==> config.mk <==
export PLATFORM = sky130hd
export DESIGN_NAME = param_prio_arbiter
export DESIGN_NICKNAME = d
export VERILOG_FILES = /design/src/rtl/param_prio_arbiter.sv
export SDC_FILE = /design/constraint.sdc
export NUM_CORES = 1
export LEC_CHECK = 0
export ABC_AREA = 0
export CORE_ASPECT_RATIO = 1.5
export CORE_MARGIN = 5
export CORE_UTILIZATION = 50
export DETAILED_ROUTE_END_ITERATION = 8
export PLACE_DENSITY = 0.76
export SLEW_MARGIN = 0
export SYNTH_ARGS = -nofsm -noshare
export SYNTH_HDL_FRONTEND = slang
export SYNTH_SLANG_ARGS = --single-unit
==> constraint.sdc <==
create_clock -name clock -period 10.1 [get_ports clock]
set_clock_uncertainty 0.05 [all_clocks]
set_input_delay 2.02 -clock clock [delete_from_list [all_inputs] [get_ports clock]]
set_output_delay 2.02 -clock clock [all_outputs]
set_load 0.02 [all_outputs]
==> src/rtl/param_prio_arbiter.sv <==
// N-requester arbiter: fixed-priority or round-robin, registered one-hot grant, bounded hold.
// Optional ARB_LOCK_EN adds a lock input that pins the current owner.
module param_prio_arbiter #(
  parameter int NUM_REQ  = 5,
  parameter int MAX_HOLD = 4
) (
  input  logic                       clock,
  input  logic                       reset_n,
  input  logic [NUM_REQ-1:0]         req,
  input  logic                       mode_rr,
`ifdef ARB_LOCK_EN
  input  logic                       lock,
`endif
  output logic [NUM_REQ-1:0]         gnt,
  output logic                       gnt_valid,
  output logic [$clog2(NUM_REQ)-1:0] gnt_id
);

  localparam int ID_W = $clog2(NUM_REQ);
  localparam int HC_W = (MAX_HOLD < 1) ? 1 : $clog2(MAX_HOLD + 1);
  localparam logic [HC_W-1:0] HC_MAX = HC_W'(MAX_HOLD);

  typedef enum logic {IDLE, OWNED} state_t;

  state_t              r_state;
  logic [NUM_REQ-1:0]  r_gnt;
  logic                r_valid;
  logic [ID_W-1:0]     r_id;
  logic [ID_W-1:0]     r_rr_ptr;
  logic [HC_W-1:0]     r_hold;

  logic [NUM_REQ-1:0]  w_cand;
  logic [NUM_REQ-1:0]  w_rot;
  logic                w_any;
  logic                w_own;
  logic                w_lock;
  logic                w_expire;
  logic                w_do_grant;
  logic                w_go_idle;
  logic                w_hold_inc;
  logic [ID_W-1:0]     w_rr_win;
  logic [ID_W-1:0]     w_win;
  logic [ID_W-1:0]     w_next_ptr;

  function automatic logic [ID_W-1:0] f_lowest(
    input logic [NUM_REQ-1:0] v
  );
    f_lowest = '0;
    for (int k = NUM_REQ - 1; k >= 0; k--)
      if (v[k]) f_lowest = ID_W'(k);
  endfunction

  function automatic logic [ID_W-1:0] f_wrap(input int s);
    f_wrap = (s >= NUM_REQ) ? ID_W'(s - NUM_REQ) : ID_W'(s);
  endfunction

`ifdef ARB_LOCK_EN
  assign w_lock = lock;
`else
  assign w_lock = 1'b0;
`endif

  // The owner is never a candidate, so release and expiry share one pick.
  assign w_cand   = req & ~r_gnt;
  assign w_any    = |w_cand;
  assign w_own    = |(req & r_gnt);
  assign w_rot    = NUM_REQ'({w_cand, w_cand} >> r_rr_ptr);
  assign w_rr_win = f_wrap(int'(r_rr_ptr) + int'(f_lowest(w_rot)));
  assign w_win    = mode_rr ? w_rr_win : f_lowest(w_cand);
  assign w_next_ptr = f_wrap(int'(w_win) + 1);

  assign w_expire   = (MAX_HOLD != 0) && (r_hold == HC_MAX)
                      && w_any && !w_lock;
  assign w_do_grant = w_any && (!w_own || w_expire);
  assign w_go_idle  = (r_state == OWNED) && !w_own && !w_any;
  assign w_hold_inc = (r_state == OWNED) && w_own && !w_expire
                      && !w_lock && (MAX_HOLD != 0)
                      && (r_hold != HC_MAX);

  always_ff @(posedge clock or negedge reset_n) begin
    if (!reset_n) begin
      r_state  <= IDLE;
      r_gnt    <= '0;
      r_valid  <= 1'b0;
      r_id     <= '0;
      r_rr_ptr <= '0;
      r_hold   <= '0;
    end else begin
      unique case (1'b1)
        w_do_grant: begin
          r_state  <= OWNED;
          r_gnt    <= {{(NUM_REQ-1){1'b0}}, 1'b1} << w_win;
          r_valid  <= 1'b1;
          r_id     <= w_win;
          r_rr_ptr <= w_next_ptr;
          r_hold   <= HC_W'(1);
        end
        w_go_idle: begin
          r_state <= IDLE;
          r_gnt   <= '0;
          r_valid <= 1'b0;
          r_id    <= '0;
          r_hold  <= '0;
        end
        w_hold_inc: r_hold <= r_hold + HC_W'(1);
        default: ;
      endcase
    end
  end

  assign gnt       = r_gnt;
  assign gnt_valid = r_valid;
  assign gnt_id    = r_id;

endmodule

Yosys cells after proc, flatten, opt, wreduce, memory -nomap -nowiden. Cells that the tools add are included.

Shifts and indexed selects: 2. $lt $le $gt $ge: 2. Bitwise gates (word level): 3. Multiplexer cells: 17. Reductions and logical operators: 15. Eq/ne operators: 2. Add/subtract/negate cells: 5.

Operators with widths (count): $mux 3 (13); $and 5x5->5 (2); $pmux 5 s2 (1); $reduce_or 5->1 (2); $shr 10x3->5 (1); $pmux 3 s3 (1); $ge 4x3->1 const B (2); $logic_and 1x1->1 (7); $pmux 3 s2 (1); $sub 3x3->3 const B (2); $not 5->5 (1); $shl 1x3->5 const A (1); $add 3x1->4 const B (1); $add 3x3->4 (1); $add 3x1->3 const B (1); $eq 3x3->1 const B (1); $logic_not 1->1 (3); $ne 3x3->1 const B (1); $reduce_bool 3->1 (1); $pmux 1 s2 (1); $reduce_bool 2->1 (1); $logic_or 1x1->1 (1).

Register bits after elaboration: 15. Output and inout bits: 9. Logic and storage cells: 51.

Logic depth before layout (Yosys ltp).
Depth after elaboration: 15. Mapped depth: 22.

Least setup slack after synthesis. No wires, ideal clock.

Kind: in2reg. Start: input req[4]. End: register r_rr_ptr[1]. Stages: 21. Required time: 9.954 ns. Setup slack: 3.750 ns. Data arrival time: 6.203 ns. Library setup time: 0.096 ns. Cell sequence: and2b_4 -> mux2_2 -> mux4_2 -> nor2_2 -> nor2_1 -> o31ai_1 -> ha_1 -> fa_1 -> inv_1 -> ha_1 -> nor2b_4 -> o21ai_1 -> a211oi_1 -> a211oi_1 -> nor2_1 -> inv_1 -> ha_1 -> ha_1 -> a21oi_1 -> o21ba_2 -> o31ai_1.

Longest elaborated chain between the ends: 14.

Ends and longest elaborated chain: from (decl) (line 9) `input logic [NUM_REQ-1:0] req,`; $and 5x5->5 (line 64) `assign w_cand = req & ~r_gnt;`; $shr 10x3->5 (line 67) `assign w_rot = NUM_REQ'({w_cand, w_cand} >> r_rr_ptr);`; $mux 3 (5 in series) (line 50) `if (v[k]) f_lowest = ID_W'(k);`; $add 3x3->4 (line 68) `assign w_rr_win = f_wrap(int'(r_rr_ptr) + int'(f_lowest(w_rot)));`; $ge 4x3->1 / $sub 3x3->3 (equally long branches) (line 54) `f_wrap = (s >= NUM_REQ) ? ID_W'(s - NUM_REQ) : ID_W'(s);`; $mux 3 (line 54); $mux 3 (line 69) `assign w_win = mode_rr ? w_rr_win : f_lowest(w_cand);`; $add 3x1->4 (line 70) `assign w_next_ptr = f_wrap(int'(w_win) + 1);`; $ge 4x3->1 / $sub 3x3->3 (equally long branches) (line 54); $mux 3 (line 54); to (signal assigned) (line 95) `r_rr_ptr <= w_next_ptr;`; to (decl) (line 29) `logic [ID_W-1:0] r_rr_ptr;`.

Parallel ways exist; a longest one is shown, timed or not. A chain may end at the register's enable or synchronous reset.

Final worst setup path.
Start: input req[3]. End: register r_rr_ptr[1].

Same word-level chain as after synthesis.

==> impl_results.md <==
* GRT Util Overall at 19.50%
* Post-CTS setup repair buffer count at 0
* Warnings, synthesis at 0
* CTS root buffer: clkbuf_8
* Top Layer Used: met4
* Kind of critical path: input port to register
* Wire per inst at 16.00 um
* Synth area leaders: dfrtp_1 (27%), ha_1 (12%), mux2i_1 (6.5%), o21ai_0 (3.9%), inv_1 (3.8%)
* IO Count at 17
* H-tree depth at 1
* Area of the multi-input gates at 947.2 sq um
* Final setup fails at 0
* Max Fclk at 138.1 MHz
* Yosys top cell area share at 26.91%
* Initial antenna violation count at 0
* Async set-reset flop share out of synthesis at 100.0%
* Min-delay worst type: register to register
* Net Count, Synth at 176
* FILL cells at 252
* Row count at 23
* Startpoint types: input port
* Fin. Hold Viols at 0
* Synthesized cell area at 1395 sq um
* IO buf count at 16
* Clk_lat worst skew at 0.25 ns
* Worst rel slew slack at 39.60%
* Crit path largest cell delay at 0.51 ns
* M1 WL at 1395 um
* Final Wtd Congestion at 0.9305
* Vias at 1210
* Final net count at 193
* Post-synth EDFFs at 0
* Synth top cells by count: dfrtp_1 (15), inv_1 (14), ha_1 (13)
* Largest net degree at the start of global routing at 16
* Initial DRC count at 60
* Vias per cell at 5.845
* Post-CTS sizing at 0
* Final wirelength at 3311 um
* Unrepaired setup endpoints after global routing: false
* Fin. max-slew vios at 0
* Fin crit period at 7.244 ns
* Worst path cell trace: clkdlybuf4s50_1 -> nand2b_1 -> mux2_2 -> mux4_2 -> nor2_2 -> nor2_1 -> o31ai_1 -> ha_1 -> fa_1 -> inv_1 -> ha_1 -> nor2b_4 -> o21ai_1 -> a211oi_1 -> a211oi_1 -> nor2_1 -> inv_1 -> ha_1 -> ha_1 -> a21oi_1 -> o21ba_2 -> o31ai_1
* CTS clk-pin slew, worst paths at 0.06 ns
* Post-DP HPWL at 2628 um
* Register area at 375.4 sq um
* Most frequent cell after synthesis: dfrtp_1
* Synthesized area per cell at 9.059 sq um
* Met3 routed WL at 72 um
* TNS Setup at 0 ns
* Cell taking the most area after synthesis: dfrtp_1
* Cts bufs inserted at 3
* CP Data Required Time at 10.20 ns
* Proportion of layout cells with a drive suffix above 1 at 12.35%
* CTS sink count at 15
* Most common cell on crit path: ha_1
* Arrival time at the worst endpoint at 7.35 ns
* Die width at 53.13 um
* Measured slew at the worst slew-check pin at 0.8966 ns
* ANT cells at 0
* WL met2 at 1780 um
* Worst Setup End Kind: register
* First-pass GRT wire length at 5844 um
* CTS tree: yes
* Max clock buf depth at 2
* First-pass DRT Iterations at 4
* CTS Hold Bufs at 0
* Grt ovf at 0
* Status: completed
* Fraction of the yosys area taken by sequential cells at 26.91%
* Mapped Cells at 154
* Post-route clock period utilization at 71.72%
* ANT nets after route at 0
* Initial Util at 52.13%
* P&R area growth vs syn at 16.86%
* Synth unique cells at 45
* Core area at 2676 sq um
* Die area at 3969 sq um
* Max_cap viols at 0
* Crit path max fanout at 6
* Register bit count reported by yosys at 15
* DRC at 0
* Ys flop type: dfrtp_1
* Die height at 74.70 um
* Vias in the first global route at 1324
* Slowest-stage cell, CP: clkdlybuf4s50_1
-- registers in the layout, indices dropped and copies added (netlist names) --
| name | flops |
|---|---|
| gnt_valid | 1 |
| r_hold | 3 |
| r_rr_ptr | 3 |
| gnt | 5 |
| gnt_id | 3 |
-- area by class of cell --
class / instances / area share, %
Inverter: 15 / 3.454
Clock buffer: 4 / 2.763
Sequential cell: 15 / 23.02
Timing Repair Buffer: 16 / 9.824
Tap cell: 37 / 2.840
Multi-Input combinational cell: 120 / 58.10
-- cell families after synthesis --
family                     count (synthesis)  share of synthesized area [%]
muxes                                     14                          12.11
adders and majority gates                 14                          13.09
AOI/OAI and AO/OA                         50                          26.28
DFF                                       15                          26.91
and+or+nand+nor                           42                          16.41
buffers and inverters                     19                          5.201
-- per-stage QoR --
| stage | hold slack (ns) | utilization (%) | cells | setup slack [ns] | cell area [sq um] |
|---|---|---|---|---|---|
| after floorplan | 0.4001 | - | 154 | 3.750 | 1395 |
| after global placement | 0.4144 | 59.23 | 203 | 2.828 | 1585 |
| after detailed placement | 0.4210 | 59.23 | 203 | 2.633 | 1585 |
| after CTS | 0.4303 | 60.92 | 207 | 2.875 | 1630 |
| after global routing | 0.4795 | 60.92 | 207 | 2.364 | 1630 |
| final | 0.4399 | 60.92 | 207 | 2.856 | 1630 |
-- metal layers --
| metal | vias to the layer above | GRT usage (%) |
|---|---|---|
| met3 | 6 | 1.584 |
| met2 | 27 | 37.02 |
| met1 | 588 | 22.43 |
| met5 | - | 0 |
| met4 | 0 | 6.534 |
| li1 | 589 | - |
-- path summary, 6_finish.rpt --
check | startpoint | endpoint | slack (ns) | cells past startpoint
min in group asynchronous | reset_n | r_hold[0]$_DFFE_PN0P_ | 2.16 | 1
max in group asynchronous | reset_n | gnt[4]$_DFFE_PN0P_ | 7.39 | 1
worst max-delay path | req[3] | r_rr_ptr[1]$_DFFE_PN0P_ | 2.86 | 22
worst min register to register | r_hold[2]$_DFFE_PN0P_ | r_hold[2]$_DFFE_PN0P_ | 0.44 | 1
worst min-delay path | r_hold[2]$_DFFE_PN0P_ | r_hold[2]$_DFFE_PN0P_ | 0.44 | 1
worst max register to register | r_rr_ptr[0]$_DFFE_PN0P_ | r_rr_ptr[1]$_DFFE_PN0P_ | 4.60 | 20
-- critical path, delay by kind of cell --
kind / cells / cell delay, ns
adder cells (fa/ha/maj): 5 / 1.49
AND/OR/NAND/NOR: 5 / 0.87
buffers and inverters: 3 / 0.75
AO/OA/AOI/OAI: 7 / 1.39
multiplexers: 2 / 0.82
-- layout by cell type (no fill, tap or decap), types with 2 or more instances in the layout --
master and instances:
ha_1 13, nor2_1 9, clkdlybuf4s50_1 16, a21oi_1 9, clkbuf_8 3, and2_1 2, nand2b_1 8, a21o_1 2
nor2b_1 3, o31ai_1 3, mux2_2 3, dfrtp_1 15, a211oi_1 4, mux2i_1 9, a22o_1 6, inv_1 14
o21ai_0 11, nor3_1 3, mux4_2 2, nand2_1 10
Power is left out: the tool's default activity adds up to more than one toggle a clock period on the data nets, which glitch-free logic cannot reach.
